$ cat config.mk
export PLATFORM = sky130hd
export DESIGN_NAME = tmp_code_decoder
export DESIGN_NICKNAME = d
export VERILOG_FILES = /design/src/rtl/tmp_code_decoder.sv
export SDC_FILE = /design/constraint.sdc
export NUM_CORES = 1
export LEC_CHECK = 0
export ABC_AREA = 1
export CAP_MARGIN = 10
export CORE_ASPECT_RATIO = 1.1
export CORE_MARGIN = 2
export CORE_UTILIZATION = 60
export CTS_CLUSTER_DIAMETER = 100
export DETAILED_ROUTE_END_ITERATION = 16
export PLACE_DENSITY_LB_ADDON = 0.2
export REMOVE_ABC_BUFFERS = 1
export SETUP_SLACK_MARGIN = 0.2
export SLEW_MARGIN = 20
export SYNTH_ARGS = -nofsm -noshare
export SYNTH_HDL_FRONTEND = slang
export SYNTH_SLANG_ARGS = --single-unit
$ cat constraint.sdc
create_clock -name clk -period 4.1 [get_ports clk]
set_input_delay 0.82 -clock clk [delete_from_list [all_inputs] [get_ports clk]]
set_output_delay 0.82 -clock clk [all_outputs]
set_load 0.02 [all_outputs]
$ cat src/rtl/tmp_code_decoder.sv
// ============================================================================
// Module   : tmp_code_decoder
// Purpose  : Decodes temperature-sensor charge phases into a windowed
//            sigma-delta HIGH-event count with a valid/ready result port.
// Revision : 1.0
// ============================================================================
`default_nettype none

module tmp_code_decoder #(
    parameter int WINDOW = 64,
    parameter int SETTLE = 8,
    parameter int CW     = $clog2(WINDOW) + 1
) (
    input  logic          clk,
    input  logic          reset,
    input  logic          en,
    input  logic          preChrg,
    input  logic          PA,
    input  logic          PB,
    input  logic          PC,
    input  logic          PD,
    output logic [CW-1:0] code,
    output logic          res_valid,
    input  logic          res_ready,
    output logic          overrun,
    output logic          busy
);

    localparam logic [1:0] c_IDLE   = 2'd0;
    localparam logic [1:0] c_SETTLE = 2'd1;
    localparam logic [1:0] c_ACCUM  = 2'd2;
    localparam logic [1:0] c_DONE   = 2'd3;

    localparam logic [1:0] c_PAT_NONE = 2'd0;
    localparam logic [1:0] c_PAT_H    = 2'd1;
    localparam logic [1:0] c_PAT_L    = 2'd2;

    localparam logic [CW-1:0] c_SETTLE_LAST = CW'(SETTLE - 1);
    localparam logic [CW-1:0] c_WINDOW_LAST = CW'(WINDOW - 1);

    logic          r_pre, r_pre_d, r_pa, r_pb, r_pc, r_pd;
    logic [1:0]    r_pat_prev;
    logic [1:0]    w_pat;
    logic          w_evt, w_is_h, w_pre_fall, w_pre_rise, w_xfer;
    logic [1:0]    r_state, w_state_nxt;
    logic [CW-1:0] r_evt_cnt, r_h_cnt;

    // Sample stage: every decision below looks only at the registered bus.
    always_ff @(posedge clk or posedge reset) begin
        if (reset) begin
            r_pre      <= 1'b0;
            r_pre_d    <= 1'b0;
            r_pa       <= 1'b0;
            r_pb       <= 1'b0;
            r_pc       <= 1'b0;
            r_pd       <= 1'b0;
            r_pat_prev <= c_PAT_NONE;
        end else begin
            r_pre      <= preChrg;
            r_pre_d    <= r_pre;
            r_pa       <= PA;
            r_pb       <= PB;
            r_pc       <= PC;
            r_pd       <= PD;
            r_pat_prev <= w_pat;
        end
    end

    always_comb begin
        w_pat = c_PAT_NONE;
        if (r_pa && r_pb && !r_pc && !r_pd)
            w_pat = c_PAT_H;
        else if (r_pa && r_pc && !r_pb && !r_pd)
            w_pat = c_PAT_L;
    end

    assign w_evt      = (w_pat != c_PAT_NONE) && (w_pat != r_pat_prev);
    assign w_is_h     = (w_pat == c_PAT_H);
    assign w_pre_fall = r_pre_d && !r_pre;
    assign w_pre_rise = r_pre && !r_pre_d;
    assign w_xfer     = res_valid && res_ready;

    always_ff @(posedge clk or posedge reset) begin
        if (reset)
            r_state <= c_IDLE;
        else
            r_state <= w_state_nxt;
    end

    always_comb begin
        w_state_nxt = r_state;
        case (r_state)
            c_IDLE:   if (en && w_pre_fall) w_state_nxt = c_SETTLE;
            c_SETTLE: if (w_evt && (r_evt_cnt == c_SETTLE_LAST)) w_state_nxt = c_ACCUM;
            c_ACCUM:  if (w_evt && (r_evt_cnt == c_WINDOW_LAST)) w_state_nxt = c_DONE;
            default:  w_state_nxt = c_ACCUM;
        endcase
        if (!en || (w_pre_rise && (r_state != c_IDLE)))
            w_state_nxt = c_IDLE;
    end

    always_comb begin
        busy = (r_state == c_SETTLE) || (r_state == c_ACCUM);
    end

    // An event seen during DONE opens the next window so none is lost.
    always_ff @(posedge clk or posedge reset) begin
        if (reset) begin
            r_evt_cnt <= '0;
            r_h_cnt   <= '0;
        end else if ((w_state_nxt == c_IDLE) ||
                     ((r_state == c_SETTLE) && (w_state_nxt == c_ACCUM))) begin
            r_evt_cnt <= '0;
            r_h_cnt   <= '0;
        end else if (r_state == c_DONE) begin
            r_evt_cnt <= w_evt ? CW'(1) : '0;
            r_h_cnt   <= CW'(w_evt && w_is_h);
        end else if (w_evt) begin
            r_evt_cnt <= r_evt_cnt + CW'(1);
            r_h_cnt   <= r_h_cnt + CW'((r_state == c_ACCUM) && w_is_h);
        end
    end

    always_ff @(posedge clk or posedge reset) begin
        if (reset) begin
            code      <= '0;
            res_valid <= 1'b0;
            overrun   <= 1'b0;
        end else if (r_state == c_DONE) begin
            if (!res_valid || res_ready) begin
                code      <= r_h_cnt;
                res_valid <= 1'b1;
                if (w_xfer && !en)
                    overrun <= 1'b0;
            end else begin
                overrun <= 1'b1;
            end
        end else if (w_xfer) begin
            res_valid <= 1'b0;
            if (!en)
                overrun <= 1'b0;
        end
    end

endmodule

`default_nettype wire

## Word level (Yosys, flattened, before mapping)

Index checks and enable logic that the tools add are counted.

- Flip-flop bits (word level): 33
- Output and inout port bits: 10
- Bits of input ports: 9
- Word-level logic and storage cells: 86

- Equal/unequal tests: 11
- Reductions and logical operators: 38
- Add/sub/neg operators: 2
- Mux-type cells: 22

Operators by type and width:

| operator | count |
|---|---|
| 7-bit two-way mux | 6 |
| 1-bit logical AND | 18 |
| 2-bit two-way mux | 6 |
| 1-bit two-way mux | 9 |
| 7-bit by 1-bit adder with 7-bit output | 1 |
| 7-bit by 1-bit adder with 7-bit output (second input constant) | 1 |
| 7-bit by 3-bit equality test with 1-bit output (second input constant) | 1 |
| 7-bit by 6-bit equality test with 1-bit output (second input constant) | 1 |
| 1-bit logical NOT | 7 |
| 2-bit equality test (second input constant) | 3 |
| 2-bit case mux with 3 select lines | 1 |
| 2-bit nonzero test | 3 |
| 2-bit by 1-bit equality test with 1-bit output (second input constant) | 2 |
| 2-bit logical NOT | 2 |
| 1-bit logical OR | 4 |
| 2-bit by 1-bit != test with 1-bit output (second input constant) | 2 |
| 2-bit AND reduction | 2 |
| 3-bit by 2-bit != test with 1-bit output (second input constant) | 1 |
| 3-bit AND reduction | 1 |
| 3-bit nonzero test | 1 |
| 2-bit != test | 1 |

## Longest topological paths before layout

- Depth after elaboration: 15
- Mapped depth: 14
- Depth with buffers taken out: 13

## Least setup slack after synthesis

Ideal clock, no wire load.

- Path kind: reg-to-reg
- Start: register r_state[0]
- End: register r_h_cnt[6]
- Setup time: 0.120 ns
- Data arrival time: 1.720 ns
- Period minus slack after synthesis: 1.841 ns
- Path slack: 2.259 ns
- Data required time: 3.980 ns
- Path buffers: 0
- Stages on the path, launching flop included: 13
- Cell sequence: dfrtp_1 > inv_1 > ha_1 > inv_1 > nor2_1 > ha_1 > ha_1 > nand3_1 > nor3_1 > xor2_1 > o22ai_1 > inv_1 > a21oi_2

- Longest elaborated chain between the ends: 8
- Elaborated cells between the ends (all ways): 22
- Classes of those cells: 1 x add/sub; 4 x eq/ne; 8 x mux; 9 x reduce/logical

Ends and longest elaborated chain:

| item | line | text |
|---|---|---|
| from (decl) | 45 | `logic [1:0] r_state, w_state_nxt;` |
| from (signal assigned) | 85 | `r_state <= c_IDLE;` |
| from (signal assigned) | 87 | `r_state <= w_state_nxt;` |
| parallel branches: the longest is 8 deep, another holds 7-bit by 1-bit adder with 7-bit output | n/a |  |
| to (signal assigned) | 117 | `r_h_cnt <= CW'(w_evt && w_is_h);` |
| to (signal assigned) | 120 | `r_h_cnt <= r_h_cnt + CW'((r_state == c_ACCUM) && w_is_h);` |
| to (decl) | 46 | `logic [CW-1:0] r_evt_cnt, r_h_cnt;` |

Parallel ways; which one is timed is not known. The select of a mux whose other input is x is not followed.
A chain may end at the register's enable or synchronous reset.

## Worst setup path after layout

- Start: register r_state[1]
- End: output port busy

- Longest elaborated chain between the ends: 2
- Elaborated cells between the ends (all ways): 3
- Classes of those cells: 2 x eq/ne; 1 x reduce/logical

Ends and longest elaborated chain:

| item | line | text |
|---|---|---|
| 2-bit by 1-bit equality test with 1-bit output or 2-bit equality test (tied branches) | 103 | `busy = (r_state == c_SETTLE) \|\| (r_state == c_ACCUM);` |
| 1-bit logical OR (*) | 103 |  |
| to (decl) | 26 | `output logic busy` |

Mark *: on every way between the ends. The rest lies on a longest branch, timed or not.

==> results.cfg <==
[route]
post_drt_wl_per_cell_um = 12.27
ant_nets = 0
drc = 0
viasPerCell = 5.354
vias = 1360
wl_um = 3116
drtPass1Iterations = 4
drt_iter0_markers = 52

[power_and_ir_drop]
swShare_pct = 23.26
p_comb_share_pct = 7.2
pwr-share-seq_pct = 60.0
ir_drop_uv = 191.4
internal_power_uw = 424.6
p_clk_share_pct = 32.8
p_total_uw = 553.2
netSwitchingPower_uw = 128.7
p_per_area_nw_per_um2 = 272.6
p_leak_nw = 0.9087

[finish]
final_common_cell = inv_1
fillers = 213
final-seq-area_sq_um = 825.8
multi_input_area_sq_um = 773.2
drive_above_1_share_pct = 14.48
final_nets = 238
n_antenna_cell = 0
layout_common_cells = 36 x inv_1, 33 x dfrtp_1, 29 x nand2_1
syn_to_final_growth_pct = 14.23

[sta]
tns_ps = 0
finalSetupViolCount = 0
fmax_mhz = 390.1
final_max_slew_viol_count = 0
finClkSkew_ps = 9.830
final_hold_viol_count = 0
relSlewSlack_pct = 68.78
fin_ws_ps = 1537
min_period_ps = 2563
rsz0062_at_grt = no
whs_ps = 390.3
tightest_slew_ps = 464.3
fin_crit_sh_pct = 62.52

[grt]
grt_max_degree = 34
grt_pass1_wl_um = 5575
grt_pass1_vias = 1272
globalRoute.totalOverflow = 0
track_usage_pct = 21.18
antenna_found_initial = 0

[outcome]
status = finished, final reports clean

[floorplanning]
ioPinCount = 19
rows = 20
dieHeight_um = 61.07
start_util_pct = 63.39
fp.dieArea_sq_um = 3413
fp.coreArea_sq_um = 2803
chipWidth_um = 55.89

[critical_path]
end_kind = output pin
worst_setup_path_start_kind = flip-flop
required_ps = 3280
arrival_ps = 1740
cp_max_fo = 5
path_class = reg2out

[clock_tree]
root_buffer = clkbuf_4
cts_made_buffers = 5
post_cts_buffers = 0
ctsHoldBuffers = 0
cts_resized = 0
clkTransAtPathRegs_ps = 100
cts_htree_levels = 2
clock_latency_ps = 340
clock-sinks = 33
tritoncts = done
cts_buffer_depth = 2

[placement]
numPortBuffers = 18
dp_slack_ps = 1750
detailed_place_hpwl_um = 2215
gp_congestion = 0.8714

[logic_synthesis]
synth_top_area_share_pct = 46.48
synth-seq-area-share_pct = 46.48
synth_area_sq_um = 1777
synth_top_cell_by_area = dfrtp_1
yosysWarningCount = 0
ys_types = 27
syn_area_per_cell_sq_um = 8.928
synthCells = 199
yosys_register_bits = 33
synth_area_leaders = dfrtp_1 46%, inv_1 7.6%, nand2_1 6.1%

[flow_run]
cap_violations = 0

[worst_hold_path]
hold_class = reg2reg
==> synth_stat cells <==
cell and instances:
clkbuf_1 1, nand2_1 29, nor2_1 10, mux2_2 1, nand4_1 4, nor2_2 1, nand2_2 7, xnor2_1 1
nand3_2 2, xor2_1 5, nor3_1 2, a21oi_2 10, nand3_4 2, nand2_4 2, a22oi_1 1, buf_6 2
nand3_1 9, dfrtp_1 33, buf_2 1, clkinv_1 3, a21oi_1 9, ha_1 8, o21ai_0 11, a311oi_1 1
o31ai_1 1, o22ai_1 7, inv_1 36
==> worst max-delay path, stage by stage (launching register included) <==
cell and delay, ps:
dfrtp_1 420, inv_1 100, ha_1 280, clkdlybuf4s50_1 590
==> final cells by class <==
cell class	instances	share of cell area [%]
Clock buffer	7	2.713
Inverter	39	7.213
Multi-Input combinational cell	123	38.10
Sequential cell	33	40.69
Tap cell	33	2.035
Timing Repair Buffer	19	9.248
==> cells by family after synthesis <==
logic type	Yosys count	synth area share, %
compound gates	40	14.37
xor+xnor	6	2.958
fa+ha+maj	8	5.634
buf+inv	43	9.999
flops	33	46.48
mux	1	0.6338
simple gates	68	19.93
==> final timing paths <==
kind / from / endpoint / slack, ps / cells past startpoint
worst max-delay path: r_state[1]$_DFF_PP0_ / busy / 1540 / 3
worst min-delay path: r_pre$_DFF_PP0_ / r_pre_d$_DFF_PP0_ / 390 / 0
worst max register to register: r_state[0]$_DFF_PP0_ / r_h_cnt[6]$_DFFE_PP0P_ / 1940 / 12
worst min register to register: r_pre$_DFF_PP0_ / r_pre_d$_DFF_PP0_ / 390 / 0
max in group asynchronous: reset / r_h_cnt[4]$_DFFE_PP0P_ / 2930 / 3
min in group asynchronous: reset / r_pre$_DFF_PP0_ / 870 / 3
==> per-layer routing <==
metal  vias to the layer above  track usage, %  share of wire (%)  wire length (um)
met2                        40           36.73                 48              1499
met1                       630           25.75                 44              1384
li1                        684               -                  -                 -
met4                         0           8.844                1.4                44
met3                         6           5.672                6.0               187
met5                         -               0                  0                 0
==> stage by stage <==
stage	std cells	area (sq um)	util, %
after detailed placement	247	1974	70.45
after floorplan	195	1745	-
after CTS	254	2029	72.41
final	254	2029	72.41
after global routing	254	2029	72.41
after global placement	247	1974	70.45
==> sequential cells by signal, summed over array words and instances (netlist names) <==
| signal | count |
|---|---|
| code | 7 |
| r_evt_cnt | 7 |
| r_h_cnt | 7 |
| r_pat_prev | 2 |
| r_state | 2 |
| overrun | 1 |
| r_pa | 1 |
| r_pb | 1 |
| r_pc | 1 |
| r_pd | 1 |
| r_pre | 1 |
| r_pre_d | 1 |
| res_valid | 1 |
==> power by group through the flow <==
stage	Combinational, mW	Clock [mW]	Sequential, mW
finish	0.0398	0.181	0.332
global route	0.0449	0.200	0.333
CTS	0.0405	0.187	0.332
detailed placement	0.0403	0	0.338
global placement	0.0391	0	0.338
floorplan	0.0252	0	0.338
Note: power is estimated with default switching activity, not from simulation.
